[config.mk]
export PLATFORM = sky130hd
export DESIGN_NAME = traffic_ctrl_param
export DESIGN_NICKNAME = d
export VERILOG_FILES = /design/src/rtl/traffic_ctrl_param.sv
export SDC_FILE = /design/constraint.sdc
export NUM_CORES = 1
export LEC_CHECK = 0
export CAP_MARGIN = 20
export CORE_AREA = 2 2 71 73
export CTS_CLUSTER_SIZE = 10
export DETAILED_ROUTE_END_ITERATION = 12
export DIE_AREA = 0 0 73 75
export PLACE_DENSITY = 0.72
export SYNTH_ARGS = -nofsm -noshare
export SYNTH_HDL_FRONTEND = slang
export SYNTH_SLANG_ARGS = --single-unit
[constraint.sdc]
create_clock -name clk -period 2.8 [get_ports clk]
set_input_delay 0.84 -clock clk [delete_from_list [all_inputs] [get_ports clk]]
set_output_delay 0.84 -clock clk [all_outputs]
set_load 0.05 [all_outputs]
[src/rtl/traffic_ctrl_param.sv]
// rtl/traffic_ctrl_param.sv - two-road NS/EW traffic-light controller with tick-driven phase timing
//
// Purpose:
//   Six-phase traffic-light sequencer (EW_G, EW_Y, AR1, NS_G, NS_Y, AR2) with
//   programmable per-phase durations, pedestrian green truncation, night
//   flash mode and a two-level warning buzzer. All timing advances on the
//   one-clock `tick` strobe; every output is registered.
//
// Ports:
//   clk, rst          - system clock, synchronous active-high reset
//   tick              - one-clock timing strobe
//   start, stop       - run while start=1 and stop=0; stop has priority
//   night             - flash mode while running
//   ped_req           - one-clock pedestrian request pulse
//   t_green_ew/ns     - green durations in ticks
//   t_yellow          - yellow duration in ticks, both roads
//   t_allred          - all-red clearance duration in ticks
//   lsng/lsny/lsnr    - NS green/yellow/red lamps
//   lewg/lewy/lewr    - EW green/yellow/red lamps
//   cnt               - ticks remaining in the current phase
//   ring              - buzzer code: 00 silent, 01 slow, 10 fast
//   state             - current state code

module traffic_ctrl_param #(
    parameter int CNT_W   = 8,
    parameter int WARN    = 3,
    parameter int PED_MIN = 5
) (
    input  logic             clk,
    input  logic             rst,
    input  logic             tick,
    input  logic             start,
    input  logic             stop,
    input  logic             night,
    input  logic             ped_req,
    input  logic [CNT_W-1:0] t_green_ew,
    input  logic [CNT_W-1:0] t_green_ns,
    input  logic [CNT_W-1:0] t_yellow,
    input  logic [CNT_W-1:0] t_allred,
    output logic             lsng,
    output logic             lsny,
    output logic             lsnr,
    output logic             lewg,
    output logic             lewy,
    output logic             lewr,
    output logic [CNT_W-1:0] cnt,
    output logic [1:0]       ring,
    output logic [2:0]       state
);

    typedef enum logic [2:0] {
        S_IDLE  = 3'b000,
        S_EW_G  = 3'b001,
        S_EW_Y  = 3'b010,
        S_AR1   = 3'b011,
        S_NS_G  = 3'b100,
        S_NS_Y  = 3'b101,
        S_AR2   = 3'b110,
        S_FLASH = 3'b111
    } state_t;

    localparam logic [CNT_W-1:0] CNT_ZERO = '0;
    localparam logic [CNT_W-1:0] CNT_ONE  = CNT_W'(1);
    localparam logic [CNT_W-1:0] PED_V    = CNT_W'(PED_MIN);
    localparam logic [CNT_W-1:0] WARN_V   = CNT_W'(WARN);

    localparam logic [1:0] RING_OFF  = 2'b00;
    localparam logic [1:0] RING_SLOW = 2'b01;
    localparam logic [1:0] RING_FAST = 2'b10;

    // Lamp vector order: {nsg, nsy, nsr, ewg, ewy, ewr}
    localparam logic [5:0] LAMP_ALL_RED = 6'b001_001;
    localparam logic [5:0] LAMP_EW_G    = 6'b001_100;
    localparam logic [5:0] LAMP_EW_Y    = 6'b001_010;
    localparam logic [5:0] LAMP_NS_G    = 6'b100_001;
    localparam logic [5:0] LAMP_NS_Y    = 6'b010_001;

    state_t           state_q, state_d;
    logic [CNT_W-1:0] cnt_q, cnt_d;
    logic             flash_q, flash_d;
    logic [1:0]       ring_q, ring_d;
    logic [5:0]       lamp_q, lamp_d;

    logic             run;
    logic             in_green;
    state_t           next_phase;
    logic [CNT_W-1:0] next_dur;

    // A programmed duration of zero still runs the phase for one tick.
    logic [CNT_W-1:0] dur_g_ew, dur_g_ns, dur_y, dur_ar;

    always_comb begin
        dur_g_ew = (t_green_ew == CNT_ZERO) ? CNT_ONE : t_green_ew;
        dur_g_ns = (t_green_ns == CNT_ZERO) ? CNT_ONE : t_green_ns;
        dur_y    = (t_yellow   == CNT_ZERO) ? CNT_ONE : t_yellow;
        dur_ar   = (t_allred   == CNT_ZERO) ? CNT_ONE : t_allred;
    end

    assign run      = start & ~stop;
    assign in_green = (state_q == S_EW_G) || (state_q == S_NS_G);

    // Successor in the normal cycle and the duration it loads on entry.
    always_comb begin
        next_phase = S_EW_G;
        next_dur   = dur_g_ew;
        case (state_q)
            S_EW_G: begin next_phase = S_EW_Y; next_dur = dur_y;    end
            S_EW_Y: begin next_phase = S_AR1;  next_dur = dur_ar;   end
            S_AR1:  begin next_phase = S_NS_G; next_dur = dur_g_ns; end
            S_NS_G: begin next_phase = S_NS_Y; next_dur = dur_y;    end
            S_NS_Y: begin next_phase = S_AR2;  next_dur = dur_ar;   end
            S_AR2:  begin next_phase = S_EW_G; next_dur = dur_g_ew; end
            default: begin next_phase = S_EW_G; next_dur = dur_g_ew; end
        endcase
    end

    // Next state / countdown / flash bit.
    always_comb begin
        state_d = state_q;
        cnt_d   = cnt_q;
        flash_d = flash_q;
        if (!run) begin
            state_d = S_IDLE;
            cnt_d   = CNT_ZERO;
            flash_d = 1'b0;
        end else begin
            case (state_q)
                S_IDLE: begin
                    if (night) begin
                        state_d = S_FLASH;
                        cnt_d   = CNT_ZERO;
                        flash_d = 1'b0;
                    end else begin
                        state_d = S_EW_G;
                        cnt_d   = dur_g_ew;
                    end
                end
                S_FLASH: begin
                    if (!night) begin
                        // Clear the junction before resuming the normal cycle.
                        state_d = S_AR2;
                        cnt_d   = dur_ar;
                        flash_d = 1'b0;
                    end else if (tick) begin
                        flash_d = ~flash_q;
                    end
                end
                default: begin
                    if (night) begin
                        state_d = S_FLASH;
                        cnt_d   = CNT_ZERO;
                        flash_d = 1'b0;
                    end else if (ped_req && in_green && (cnt_q > PED_V)) begin
                        // Truncation takes the whole clock; a coincident tick is dropped.
                        cnt_d = PED_V;
                    end else if (tick) begin
                        if (cnt_q > CNT_ONE) begin
                            cnt_d = cnt_q - CNT_ONE;
                        end else begin
                            state_d = next_phase;
                            cnt_d   = next_dur;
                        end
                    end
                end
            endcase
        end
    end

    // Registered outputs are derived from the next state so they change on
    // the same clock as the state and countdown they describe.
    always_comb begin
        lamp_d = LAMP_ALL_RED;
        ring_d = RING_OFF;
        case (state_d)
            S_EW_G: begin
                lamp_d = LAMP_EW_G;
                if (cnt_d <= WARN_V) ring_d = RING_SLOW;
            end
            S_EW_Y: begin
                lamp_d = LAMP_EW_Y;
                ring_d = RING_FAST;
            end
            S_NS_G: begin
                lamp_d = LAMP_NS_G;
                if (cnt_d <= WARN_V) ring_d = RING_SLOW;
            end
            S_NS_Y: begin
                lamp_d = LAMP_NS_Y;
                ring_d = RING_FAST;
            end
            S_FLASH: lamp_d = {1'b0, flash_d, 1'b0, 1'b0, flash_d, 1'b0};
            default: lamp_d = LAMP_ALL_RED;
        endcase
    end

    always_ff @(posedge clk) begin
        if (rst) begin
            state_q <= S_IDLE;
            cnt_q   <= CNT_ZERO;
            flash_q <= 1'b0;
            ring_q  <= RING_OFF;
            lamp_q  <= LAMP_ALL_RED;
        end else begin
            state_q <= state_d;
            cnt_q   <= cnt_d;
            flash_q <= flash_d;
            ring_q  <= ring_d;
            lamp_q  <= lamp_d;
        end
    end

    assign {lsng, lsny, lsnr, lewg, lewy, lewr} = lamp_q;
    assign cnt   = cnt_q;
    assign ring  = ring_q;
    assign state = state_q;

endmodule
==> Implementation_results.wiki <==
{| class="wikitable"
! Metric !! Value
|-
| Status || completed
|-
| Clock-pin slew of the registers on the worst-case setup and hold paths || 0.08 ns
|-
| First-pass GRT wire length || 11400 um
|-
| Largest cells by area after synthesis || sky130_fd_sc_hd__dfxtp_1 20%, sky130_fd_sc_hd__mux2i_1 5.6%, sky130_fd_sc_hd__nor2_1 5.1%
|-
| Main flop type after synthesis || sky130_fd_sc_hd__dfxtp_1
|-
| Required time of the critical path || 2.96 ns
|-
| Share of synthesized flip-flops with an asynchronous set or reset || 0%
|-
| Post-route non-filler standard cell count || 412
|-
| Unique cell type count in the Yosys netlist || 60
|-
| Setup-violating endpoint count in the final report || 0
|-
| Flop and latch count out of synthesis || 20
|-
| Class of the tightest hold or removal check || register to register
|-
| Routability-driven placement congestion ratio || 0.963
|-
| Number of sinks on the clock net || 20
|-
| ANT nets after route || 0
|-
| Per-instance average area after synthesis || 7.22 um2
|-
| Post-Route Utilization || 63.6%
|-
| Cells after DPL || 407
|-
| Overall power after layout || 0.941 mW
|-
| Core Footprint || 4660 um2
|-
| Clock root cell || sky130_fd_sc_hd__clkbuf_8
|-
| Number of max-cap violations || 0
|-
| Cell area after synthesis || 1970 um2
|-
| First-iteration detailed-routing DRC count || 258
|-
| Vias || 2576
|-
| Total global routing overflow || 0
|-
| Power per Cell Area || 317 nW/um2
|-
| Worst Setup Path Type || input port to register
|-
| Largest fanout on the critical path || 5
|-
| Seq/Total Area, Yosys || 20.3%
|-
| Via count of the first global-routing pass || 2328
|-
| Post-detailed-placement half-perimeter wirelength || 5580 um
|-
| Largest net degree at the start of global routing || 17
|-
| Worst path slowest cell || sky130_fd_sc_hd__or4_4
|-
| Post-synthesis instance total || 273
|-
| Worst path cell trace || dlygate4sd2_1 -> or3b_4 -> or4_4 -> a221oi_4 -> buf_4 -> buf_4 -> o21ai_0 -> a21o_1
|-
| Maximum clock frequency || 370 MHz
|-
| Critical path startpoint category || input port
|-
| Cell repeated most along the worst path || sky130_fd_sc_hd__buf_4
|-
| Pre-Repair DR Iteration Count || 5
|-
| Initial core utilization || 42.3%
|-
| Total of hold buffers inserted after clock tree synthesis || 0
|-
| Hold WS || 0.668 ns
|-
| Pin slew with the least headroom to its limit || 0.593 ns
|-
| Time the worst path needs with I/O delays and setup || 2.70 ns
|-
| Max-slew headroom || 60.4%
|-
| Leak || 1.11 nW
|-
| Element type at the critical path end || register
|-
| Final layout net count || 401
|-
| Worst vdd ir || 0.000365 V
|-
| Die outline height || 75 um
|-
| Share of final-layout standard cells stronger than drive strength 1 || 19.0%
|-
| Final worst clock skew || 0.00160 ns
|-
| Level count of the clock H-tree || 1
|-
| Most numerous cell types in the synthesized netlist || 27 x sky130_fd_sc_hd__nor2_1, 23 x sky130_fd_sc_hd__nand2_1, 20 x sky130_fd_sc_hd__dfxtp_1
|-
| Maximum root-to-sink buffer count || 2
|-
| Critical path arrival || 2.86 ns
|-
| Width of the chip || 73 um
|-
| Cts bufs inserted || 3
|-
| Kind of cell with the highest combined delay on the critical path || simple AND/OR/NAND/NOR gates
|-
| Skew-Pair Late Insertion Delay || 0.26 ns
|-
| Setup repair after global routing missed its margin || no
|-
| Average routed wire per standard cell || 17.1 um
|-
| Number of enable flip-flop cells after synthesis || 0
|-
| Ant. Diodes || 0
|-
| Sum of routed wire length over all layers || 7040 um
|-
| Warnings, synthesis || 0
|-
| Buffers on Ports || 57
|-
| Total count of hold-check failures in the final report || 0
|-
| Average via count per standard cell || 6.25
|-
| Number of top-level design ports || 58
|-
| Standard-cell rows || 25
|-
| Die area || 5480 um2
|-
| Final cell area excluding filler cells || 2960 um2
|-
| Clock tree from TritonCTS || built
|-
| Portion of synthesized cell area occupied by the leading cell type || 20.3%
|-
| Most used standard cell by instance count after synthesis || sky130_fd_sc_hd__nor2_1
|-
| Initial antenna violation count || 0
|-
| Remaining routing DRC violations || 0
|-
| Post-Place Cell Area || 2890 um2
|-
| Post-Synthesis Net Count || 315
|-
| Biggest area consumer among synthesized cells || sky130_fd_sc_hd__dfxtp_1
|-
| Total track usage || 26.8%
|-
| WP buf/inv || 3
|-
| Final worst-path cycle share || 96.5%
|-
| Area growth from synthesis to layout || 50.3%
|-
| Delay of the slowest cell on the worst path || 0.43 ns
|-
| Number of max-slew violations in the final report || 0
|}
-- worst paths after layout --
check                              from   endpoint  slack, ns  depth (start not counted)
worst max-delay path               tick  lamp_q[0]        0.1                          8
worst min-delay path            flash_q    flash_q       0.67                          4
worst max register to register   cnt[6]  lamp_q[0]       0.25                          7
worst min register to register  flash_q    flash_q       0.67                          4
-- cell type report --
class	count	area, um2
Tap cell	54	67.6
Timing Repair Buffer	100	910
Clock buffer	3	41.3
Multi-Input combinational cell	227	1490
Fill cell	419	1700
Clock inverter	1	30.0
Inverter	7	26.3
Sequential cell	20	403
-- routing by layer --
layer  GRT usage (%)  vias to the layer above  share of wire [%]  wire [um]
met5               0                        -                  0          0
met4            10.7                        0                3.0        211
met3            4.55                       19                7.3        514
met2            41.5                      109                 46       3230
met1            37.2                     1236                 44       3090
li1                -                     1212                  -          -
-- flip-flops by register name (all words and copies together) (netlist names) --
register  cells
flash_q       1
cnt           8
state         3
lamp_q        6
ring          2
-- where the power goes --
part	switching, mW	total, mW	leakage [nW]	internal, mW
sequential	0.0109	0.302	0.163	0.291
combinational	0.175	0.347	0.912	0.172
clock	0.101	0.292	0.0357	0.191
-- tightest hold or removal path, delay by kind of cell, from the launching register on --
| kind | cells | cell delay [ns] |
|---|---|---|
| DFF | 1 | 0.33 |
| and+or+nand+nor | 3 | 0.20 |
| AOI/OAI and AO/OA | 1 | 0.10 |
-- layout by cell type, fill, tap and decap left out, types with 4 or more instances in the layout --
cell	count
sky130_fd_sc_hd__a211oi_1	7
sky130_fd_sc_hd__a21oi_1	19
sky130_fd_sc_hd__a22oi_1	7
sky130_fd_sc_hd__a31oi_1	5
sky130_fd_sc_hd__and2_1	4
sky130_fd_sc_hd__and3_1	5
sky130_fd_sc_hd__buf_4	44
sky130_fd_sc_hd__clkdlybuf4s50_1	53
sky130_fd_sc_hd__dfxtp_1	18
sky130_fd_sc_hd__inv_1	7
sky130_fd_sc_hd__mux2_2	4
sky130_fd_sc_hd__mux2i_1	11
sky130_fd_sc_hd__nand2_1	23
sky130_fd_sc_hd__nand2b_1	4
sky130_fd_sc_hd__nand3_1	8
sky130_fd_sc_hd__nor2_1	27
sky130_fd_sc_hd__nor2b_1	5
sky130_fd_sc_hd__nor3_1	10
sky130_fd_sc_hd__nor4_1	5
sky130_fd_sc_hd__o211ai_1	5
sky130_fd_sc_hd__o21ai_0	16
sky130_fd_sc_hd__o22ai_1	4
sky130_fd_sc_hd__or3_1	4
-- cell families (layout without fill, tap and decap cells) --
group           after synthesis  in the layout  share of synthesized area [%]
mux                          15             15                           7.87
flops                        20             20                           20.3
xor+xnor                      4              4                           1.78
compound gates               93             93                           33.3
simple gates                112            112                           29.8
fa+ha+maj                     3              3                           1.90
buf+inv                      26            111                           5.08
-- timing repair --
| item | 4_1_cts | 5_1_grt |
|---|---|---|
| setup endpoints to repair | 5 | 2 |
| pin swaps | 1 | 1 |
| setup buffers | 1 | 0 |
| gates resized for setup | 1 | 0 |
-- through the flow --
stage / setup TNS [ns] / setup slack, ns
5_1_grt: 0 / 0.00870
6_report: 0 / 0.0974
2_1_floorplan: 0 / 0.0519
3_3_place_gp: -3.13 / -0.377
3_5_place_dp: -3.39 / -0.411
4_1_cts: 0 / 0.121
No activity file was read; power rests on OpenSTA's default activity.
